File: config.mk
export PLATFORM = sky130hd
export DESIGN_NAME = uart_debug_monitor
export DESIGN_NICKNAME = d
export VERILOG_FILES = /design/src/rtl/monitor_pkg.sv /design/src/rtl/uart_debug_monitor.sv
export SDC_FILE = /design/constraint.sdc
export NUM_CORES = 1
export LEC_CHECK = 0
export ABC_CLOCK_PERIOD_IN_PS = 3300
export CAP_MARGIN = 10
export CELL_PAD_IN_SITES_DETAIL_PLACEMENT = 1
export CELL_PAD_IN_SITES_GLOBAL_PLACEMENT = 1
export CORE_UTILIZATION = 36
export DETAILED_ROUTE_END_ITERATION = 6
export PLACE_DENSITY = 0.72
export SLEW_MARGIN = 20
export SYNTH_ARGS = -nofsm -noshare
export SYNTH_HDL_FRONTEND = slang
export SYNTH_SLANG_ARGS = --single-unit
File: constraint.sdc
create_clock -name Clock -period 3.3 [get_ports Clock]
set_input_delay 0.33 -clock Clock [delete_from_list [all_inputs] [get_ports Clock]]
set_output_delay 0.33 -clock Clock [all_outputs]
set_load 0.02 [all_outputs]
File: src/rtl/monitor_pkg.sv
// monitor_pkg: shared types, ASCII constants and hex helpers for uart_debug_monitor.
//   state_e  - line parser / executor states
//   reply_e  - which byte sequence the reply index walks through
//   hex2nib  - ASCII hex character -> {valid, nibble}
//   nib2hex  - nibble -> lowercase ASCII hex character
package monitor_pkg;

  typedef enum logic [3:0] {
    StCmd0,
    StCmd1,
    StSp1,
    StAddr,
    StData,
    StExec,
    StRdWait,
    StReply,
    StDone
  } state_e;

  // RpCrlf: bare CR line; RpErr: CRLF then "?\r\n"; RpExec: CRLF then execute;
  // RpHex: 8 hex digits of the read word then CRLF.
  typedef enum logic [1:0] {
    RpCrlf,
    RpErr,
    RpExec,
    RpHex
  } reply_e;

  localparam logic [7:0] AsciiCr    = 8'h0D;
  localparam logic [7:0] AsciiLf    = 8'h0A;
  localparam logic [7:0] AsciiSpace = 8'h20;
  localparam logic [7:0] AsciiQmark = 8'h3F;
  localparam logic [7:0] AsciiL     = 8'h6C;
  localparam logic [7:0] AsciiS     = 8'h73;
  localparam logic [7:0] AsciiW     = 8'h77;

  function automatic logic [4:0] hex2nib(input logic [7:0] c);
    logic [4:0] r;
    r = '0;
    if (c >= 8'h30 && c <= 8'h39) begin
      r = {1'b1, c[3:0]};
    end else if ((c >= 8'h41 && c <= 8'h46) || (c >= 8'h61 && c <= 8'h66)) begin
      // 'A'/'a' have low nibble 1, so +9 maps them to 0xa.
      r = {1'b1, c[3:0] + 4'd9};
    end
    return r;
  endfunction

  function automatic logic [7:0] nib2hex(input logic [3:0] n);
    // 0x57 + 10 = 'a'
    return (n < 4'd10) ? {4'h3, n} : (8'h57 + {4'h0, n});
  endfunction

endpackage

File: src/rtl/uart_debug_monitor.sv
// uart_debug_monitor: parses "lw A\r" / "sw A D\r" lines from a UART byte stream,
// echoes input, performs word reads/writes and replies in lowercase ASCII hex.
// Ports:
//   Clock, Reset            - clock, synchronous active-high reset
//   RxData/RxValid/RxReady  - incoming byte stream (ready/valid)
//   TxData/TxValid/TxReady  - outgoing byte stream (ready/valid)
//   MemAddr/MemRead/MemWrite/MemWData/MemRData - word memory port; MemRData valid
//                             the cycle after MemRead
module uart_debug_monitor
  import monitor_pkg::*;
#(
  parameter int unsigned AddrWidth = 32
) (
  input  logic                 Clock,
  input  logic                 Reset,
  input  logic [7:0]           RxData,
  input  logic                 RxValid,
  output logic                 RxReady,
  output logic [7:0]           TxData,
  output logic                 TxValid,
  input  logic                 TxReady,
  output logic [AddrWidth-1:0] MemAddr,
  output logic                 MemRead,
  output logic                 MemWrite,
  output logic [31:0]          MemWData,
  input  logic [31:0]          MemRData
);

  state_e                 state_q, state_d;
  reply_e                 mode_q, mode_d;
  logic                   is_sw_q, is_sw_d;
  logic                   err_q, err_d;
  logic [AddrWidth-1:0]   addr_q, addr_d;
  logic [31:0]            data_q, data_d;
  logic [31:0]            rdata_q, rdata_d;
  logic [3:0]             cnt_q, cnt_d;
  logic [3:0]             idx_q, idx_d;
  logic                   tx_valid_q, tx_valid_d;
  logic [7:0]             tx_data_q, tx_data_d;
  logic                   mem_read_q, mem_read_d;
  logic                   mem_write_q, mem_write_d;
  logic [AddrWidth-1:0]   mem_addr_q, mem_addr_d;
  logic [31:0]            mem_wdata_q, mem_wdata_d;

  logic                   parsing;
  logic                   rx_fire;
  logic                   tx_fire;
  logic                   line_bad;
  logic [4:0]             nib;
  logic [3:0]             cnt_inc;
  logic [3:0]             idx_nxt;

  function automatic logic [3:0] reply_last(input reply_e m);
    logic [3:0] r;
    unique case (m)
      RpHex:   r = 4'd9;
      RpErr:   r = 4'd4;
      default: r = 4'd1;
    endcase
    return r;
  endfunction

  // Tx byte source for every reply sequence, selected by mode and reply index.
  function automatic logic [7:0] reply_byte(input reply_e m, input logic [3:0] i,
                                            input logic [31:0] w);
    logic [7:0]  b;
    logic [31:0] sh;
    b  = AsciiCr;
    sh = w << {i, 2'b00};
    if (m == RpHex) begin
      if (i < 4'd8)       b = nib2hex(sh[31:28]);
      else if (i == 4'd8) b = AsciiCr;
      else                b = AsciiLf;
    end else if (m == RpErr) begin
      unique case (i)
        4'd0:    b = AsciiCr;
        4'd1:    b = AsciiLf;
        4'd2:    b = AsciiQmark;
        4'd3:    b = AsciiCr;
        default: b = AsciiLf;
      endcase
    end else begin
      b = (i == 4'd0) ? AsciiCr : AsciiLf;
    end
    return b;
  endfunction

  assign parsing = (state_q inside {StCmd0, StCmd1, StSp1, StAddr, StData});
  assign RxReady = parsing && !tx_valid_q && !Reset;
  assign rx_fire = RxValid && RxReady;
  assign tx_fire = tx_valid_q && TxReady;
  assign nib     = hex2nib(RxData);
  assign cnt_inc = (cnt_q == 4'd9) ? 4'd9 : cnt_q + 4'd1;
  assign idx_nxt = idx_q + 4'd1;

  // A line ending here cannot execute: flagged error, or a required field is missing.
  assign line_bad = err_q
                 || (state_q inside {StCmd1, StSp1})
                 || (state_q == StAddr && (cnt_q == 4'd0 || is_sw_q))
                 || (state_q == StData && cnt_q == 4'd0);

  always_comb begin
    state_d     = state_q;
    mode_d      = mode_q;
    is_sw_d     = is_sw_q;
    err_d       = err_q;
    addr_d      = addr_q;
    data_d      = data_q;
    rdata_d     = rdata_q;
    cnt_d       = cnt_q;
    idx_d       = idx_q;
    tx_valid_d  = tx_valid_q;
    tx_data_d   = tx_data_q;
    mem_read_d  = 1'b0;
    mem_write_d = 1'b0;
    mem_addr_d  = mem_addr_q;
    mem_wdata_d = mem_wdata_q;

    if (parsing) begin
      if (tx_fire) tx_valid_d = 1'b0;
      if (rx_fire) begin
        if (RxData == AsciiLf) begin
          // discarded silently
        end else if (RxData == AsciiCr) begin
          state_d    = StReply;
          idx_d      = 4'd0;
          tx_valid_d = 1'b1;
          tx_data_d  = AsciiCr;
          if (line_bad)               mode_d = RpErr;
          else if (state_q == StCmd0) mode_d = RpCrlf;
          else                        mode_d = RpExec;
        end else begin
          tx_valid_d = 1'b1;
          tx_data_d  = RxData;
          // Once err is set, bytes are only echoed until CR.
          if (!err_q) begin
            case (state_q)
              StCmd0: begin
                if (RxData == AsciiL) begin
                  is_sw_d = 1'b0;
                  state_d = StCmd1;
                end else if (RxData == AsciiS) begin
                  is_sw_d = 1'b1;
                  state_d = StCmd1;
                end else begin
                  err_d = 1'b1;
                end
              end
              StCmd1: begin
                if (RxData == AsciiW) state_d = StSp1;
                else                  err_d   = 1'b1;
              end
              StSp1: begin
                if (RxData == AsciiSpace) begin
                  state_d = StAddr;
                  cnt_d   = 4'd0;
                end else begin
                  err_d = 1'b1;
                end
              end
              StAddr: begin
                if (nib[4]) begin
                  addr_d = {addr_q[AddrWidth-5:0], nib[3:0]};
                  cnt_d  = cnt_inc;
                  if (cnt_inc == 4'd9) err_d = 1'b1;
                end else if (RxData == AsciiSpace && is_sw_q && cnt_q != 4'd0) begin
                  state_d = StData;
                  cnt_d   = 4'd0;
                end else begin
                  err_d = 1'b1;
                end
              end
              StData: begin
                if (nib[4]) begin
                  data_d = {data_q[27:0], nib[3:0]};
                  cnt_d  = cnt_inc;
                  if (cnt_inc == 4'd9) err_d = 1'b1;
                end else begin
                  err_d = 1'b1;
                end
              end
              default: ;
            endcase
          end
        end
      end
    end else begin
      case (state_q)
        StReply: begin
          if (tx_fire) begin
            if (idx_q == reply_last(mode_q)) begin
              tx_valid_d = 1'b0;
              if (mode_q == RpExec) begin
                // Strobe is registered so it is high exactly while in StExec.
                state_d    = StExec;
                mem_addr_d = {addr_q[AddrWidth-1:2], 2'b00};
                if (is_sw_q) begin
                  mem_write_d = 1'b1;
                  mem_wdata_d = data_q;
                end else begin
                  mem_read_d = 1'b1;
                end
              end else begin
                state_d = StDone;
              end
            end else begin
              idx_d     = idx_nxt;
              tx_data_d = reply_byte(mode_q, idx_nxt, rdata_q);
            end
          end
        end
        StExec: begin
          state_d = is_sw_q ? StDone : StRdWait;
        end
        StRdWait: begin
          rdata_d    = MemRData;
          state_d    = StReply;
          mode_d     = RpHex;
          idx_d      = 4'd0;
          tx_valid_d = 1'b1;
          tx_data_d  = reply_byte(RpHex, 4'd0, MemRData);
        end
        StDone: begin
          state_d = StCmd0;
          err_d   = 1'b0;
          is_sw_d = 1'b0;
          addr_d  = '0;
          data_d  = '0;
          cnt_d   = 4'd0;
        end
        default: ;
      endcase
    end
  end

  always_ff @(posedge Clock) begin
    if (Reset) begin
      state_q     <= StCmd0;
      mode_q      <= RpCrlf;
      is_sw_q     <= 1'b0;
      err_q       <= 1'b0;
      addr_q      <= '0;
      data_q      <= '0;
      rdata_q     <= '0;
      cnt_q       <= '0;
      idx_q       <= '0;
      tx_valid_q  <= 1'b0;
      tx_data_q   <= '0;
      mem_read_q  <= 1'b0;
      mem_write_q <= 1'b0;
      mem_addr_q  <= '0;
      mem_wdata_q <= '0;
    end else begin
      state_q     <= state_d;
      mode_q      <= mode_d;
      is_sw_q     <= is_sw_d;
      err_q       <= err_d;
      addr_q      <= addr_d;
      data_q      <= data_d;
      rdata_q     <= rdata_d;
      cnt_q       <= cnt_d;
      idx_q       <= idx_d;
      tx_valid_q  <= tx_valid_d;
      tx_data_q   <= tx_data_d;
      mem_read_q  <= mem_read_d;
      mem_write_q <= mem_write_d;
      mem_addr_q  <= mem_addr_d;
      mem_wdata_q <= mem_wdata_d;
    end
  end

  assign TxValid  = tx_valid_q;
  assign TxData   = tx_data_q;
  assign MemRead  = mem_read_q;
  assign MemWrite = mem_write_q;
  assign MemAddr  = mem_addr_q;
  assign MemWData = mem_wdata_q;

endmodule

==> out/qor.txt <==
Share of the synthesized area in the top cell type - 44.46%
Setup bufs post-CTS - 0
Area leader, netlist - dfxtp_1
Site Rows - 55
Core ar. - 22640 um2
DRC - 0
Diodes inserted - 0
Final setup fails - 0
Clk pwr share - 46.6%
Post-Syn Area per Cell - 7.911 um2
DRT Pass-1 Iters - 4
Sequential fraction of the synthesis area - 44.46%
Critical path capture point - TxData[4]
Hold Vio Cnt, Final - 0
Crit-path leading delay family - adder cells
Port Buffers - 117
Die extent in x - 154.1 um
Worst Setup SP - idx_q[0]
WP buf/inv - 1
Sequential power share - 49.0%
Total CTS buffers - 17
Effective utilization at floorplan - 36.79%
Vias in the first global route - 7709
Routed WL - 23580 um
Period Utilization, post-route - 84.98%
RSZ-0062 raised after global routing - false
Clk_skew - 0.02408 ns
Count of max-cap constraint violations - 0
Drt initial violations - 456
First-pass GRT wire length - 39510 um
Area delta synth->final - 25.19%
Peak VDD IR - 303.1 uV
Setup TNS - 0 ns
Worst reg2reg path startpoint - idx_q[0]
Remaining antenna violation count after routing - 0
CP max stage delay - 0.54 ns
DR vias - 7638
Post-synth EDFFs - 0
Wire per inst - 16.38 um
Highest-delay cell along the critical path - ha_1
Hold-fix buffers, CTS - 0
Die area - 23750 um2
Final nets - 1197
Syn. warnings - 0
IO Pins - 120
Root buf cell - clkbuf_16
Worst Tran Pin Value - 0.9472 ns
Status - completed
P_int - 3.378 mW
Clock sink count - 185
Post-CTS sizing - 0
Clock slew at reported path FFs - 0.08 ns
Hold path depth - 2
Initial antenna violation count - 0
GRT Total Usage - 20.47%
FF-to-FF setup slack - 0.50 ns
Dominant synthesized flop cell - dfxtp_1
DP HPWL - 16190 um
Worst hold margin - 0.09967 ns
Reg-to-reg critical path endpoint - TxData[4]
Largest net degree at the start of global routing - 90
Element type at the critical path end - flop
Final Critical Period - 2.804 ns
Element type at the critical path start - flop
WP data arrival - 3.14 ns
Largest cells by area after synthesis - dfxtp_1 (44%), nand2_1 (12%), a21oi_1 (9.3%), nor2_1 (3.3%), a22oi_1 (3.2%)
Switching Fraction - 26.34%
Fmax - 356.6 MHz
Synthesized instance count - 1053
# fillers - 2696
Fraction of final layout cells sized beyond drive strength 1 - 7.539%
Gpl congestion - 0.8757
Fraction of registers with async set/reset - 0%
Most frequent CP cell - nand2_1
Worst path depth - 12
Hold Path Class - primary input to flop
WS Path Type - flop to flop
Chip Height - 154.1 um
Worst endpoint required time - 3.63 ns
Max clock buf depth - 2
NetSw - 1.208 mW
CTS tree - yes
Distinct cells, synth - 76
Clk_lat worst skew - 0.44 ns
Power per cell area - 439.8 nW/um2
Slew Limit Fails - 0
CP Cell Sequence - inv_1 > ha_1 > mux4_2 > mux2_2 > nand2_1 > ha_1 > nand2_1 > o22ai_1 > nand2_1 > o31ai_1 > nand4_1 > a311oi_1
Combinational share of power - 4.4%
Syn Std Cell Area - 8330 um2
Gr ovfl total - 0
Leak - 3.490 nW
Yosys reg bits - 185
Vias/cell - 5.308
Htree depth - 4
R2R cell count - 12
Dpl ws - 0.1445 ns
Crit Path Max Fanout - 10
Worst setup margin - 0.4956 ns
Max_slew headroom - 36.85%
layout make-up:
type                    count  area, um2  share of cell area (%)
repair buffers            149       1438                   13.79
clock inverters            15      206.4                   1.980
well taps                 285      356.6                   3.419
clock buffers              17      425.4                   4.079
flip-flops and latches    185       3704                   35.51
inverters                  16      60.06                  0.5759
multi-input cells         772       4239                   40.65
through the flow:
step,instances,power (mW),instance area (um2),util [%]
after global routing,1439,4.751,10430,46.06
final,1439,4.586,10430,46.06
after global placement,1407,2.501,9797,43.27
after detailed placement,1407,2.502,9797,43.27
after CTS,1439,4.644,10430,46.06
after floorplan,1054,2.393,8335,-
power groups by stage:
stage	combinational (mW)	clock [mW]	sequential [mW]
detailed placement	0.204	0	2.30
finish	0.204	2.14	2.25
CTS	0.205	2.19	2.25
floorplan	0.0905	0	2.30
global placement	0.202	0	2.30
global route	0.221	2.28	2.25
worst min-delay path by stage:
| stage | start | end | slack [ns] |
|---|---|---|---|
| 2_1_floorplan | addr_q[30] | addr_q[30] | 0.43 |
| 3_3_place_gp | MemWData[9] | MemWData[9] | 0.44 |
| 3_5_place_dp | rdata_q[12] | rdata_q[12] | 0.44 |
| 4_1_cts | Reset | MemWData[15] | 0.09 |
| 5_1_grt | Reset | MemWData[15] | 0.1 |
| 6_report | Reset | MemWData[15] | 0.1 |
synth_stat cells, types with 11 or more instances:
master      n
a22oi_1    36
nand2_1   259
inv_1      16
nor2_1     73
nor3_1     16
ha_1       12
dfxtp_1   185
clkbuf_1   66
a21oi_1   155
mux2i_1    11
o21ai_0    17
nand3_1    45
cell usage in the layout, fill, tap and decap left out, types with 16 or more instances in the layout:
cell / instances
nand2_1: 259
dfxtp_1: 185
a21oi_1: 155
clkdlybuf4s50_1: 116
nor2_1: 72
nand3_1: 45
a22oi_1: 36
buf_4: 30
o21ai_0: 17
clkbuf_16: 17
inv_1: 16
nor3_1: 16
sequential cells by signal (all words and copies together) (netlist names):
signal / cells
MemWData: 32
addr_q: 32
data_q: 32
rdata_q: 32
MemAddr: 30
TxData: 8
cnt_q: 4
idx_q: 4
state_q: 4
mode_q: 2
MemRead: 1
MemWrite: 1
TxValid: 1
err_q: 1
is_sw_q: 1
cells by family after synthesis:
| kind of cell | Yosys count | share of synthesized area (%) |
|---|---|---|
| AND/OR/NAND/NOR | 446 | 23.12 |
| AO/OA/AOI/OAI | 278 | 20.47 |
| flip-flops | 185 | 44.46 |
| buffers and inverters | 97 | 4.791 |
| multiplexers | 23 | 4.160 |
| adder cells (fa/ha/maj) | 12 | 1.802 |
| XOR/XNOR | 11 | 1.156 |
| other | 1 | 0.04502 |
worst register-to-register path: stages (launching register included):
cell,delay (ns)
dfxtp_1,0.33
inv_1,0.04
ha_1,0.54
mux4_2,0.39
mux2_2,0.28
nand2_1,0.09
ha_1,0.21
nand2_1,0.09
o22ai_1,0.16
nand2_1,0.07
o31ai_1,0.08
nand4_1,0.15
a311oi_1,0.26
routing by layer:
layer  wire length [um]  track usage [%]  vias to the layer above
met5                  0                0                        -
met4                165            5.524                        0
met3                877            3.664                        8
met2              11340            34.20                      128
met1              11200            27.06                     3679
li1                   -                -                     3823
(Power assumes the default switching activity.)
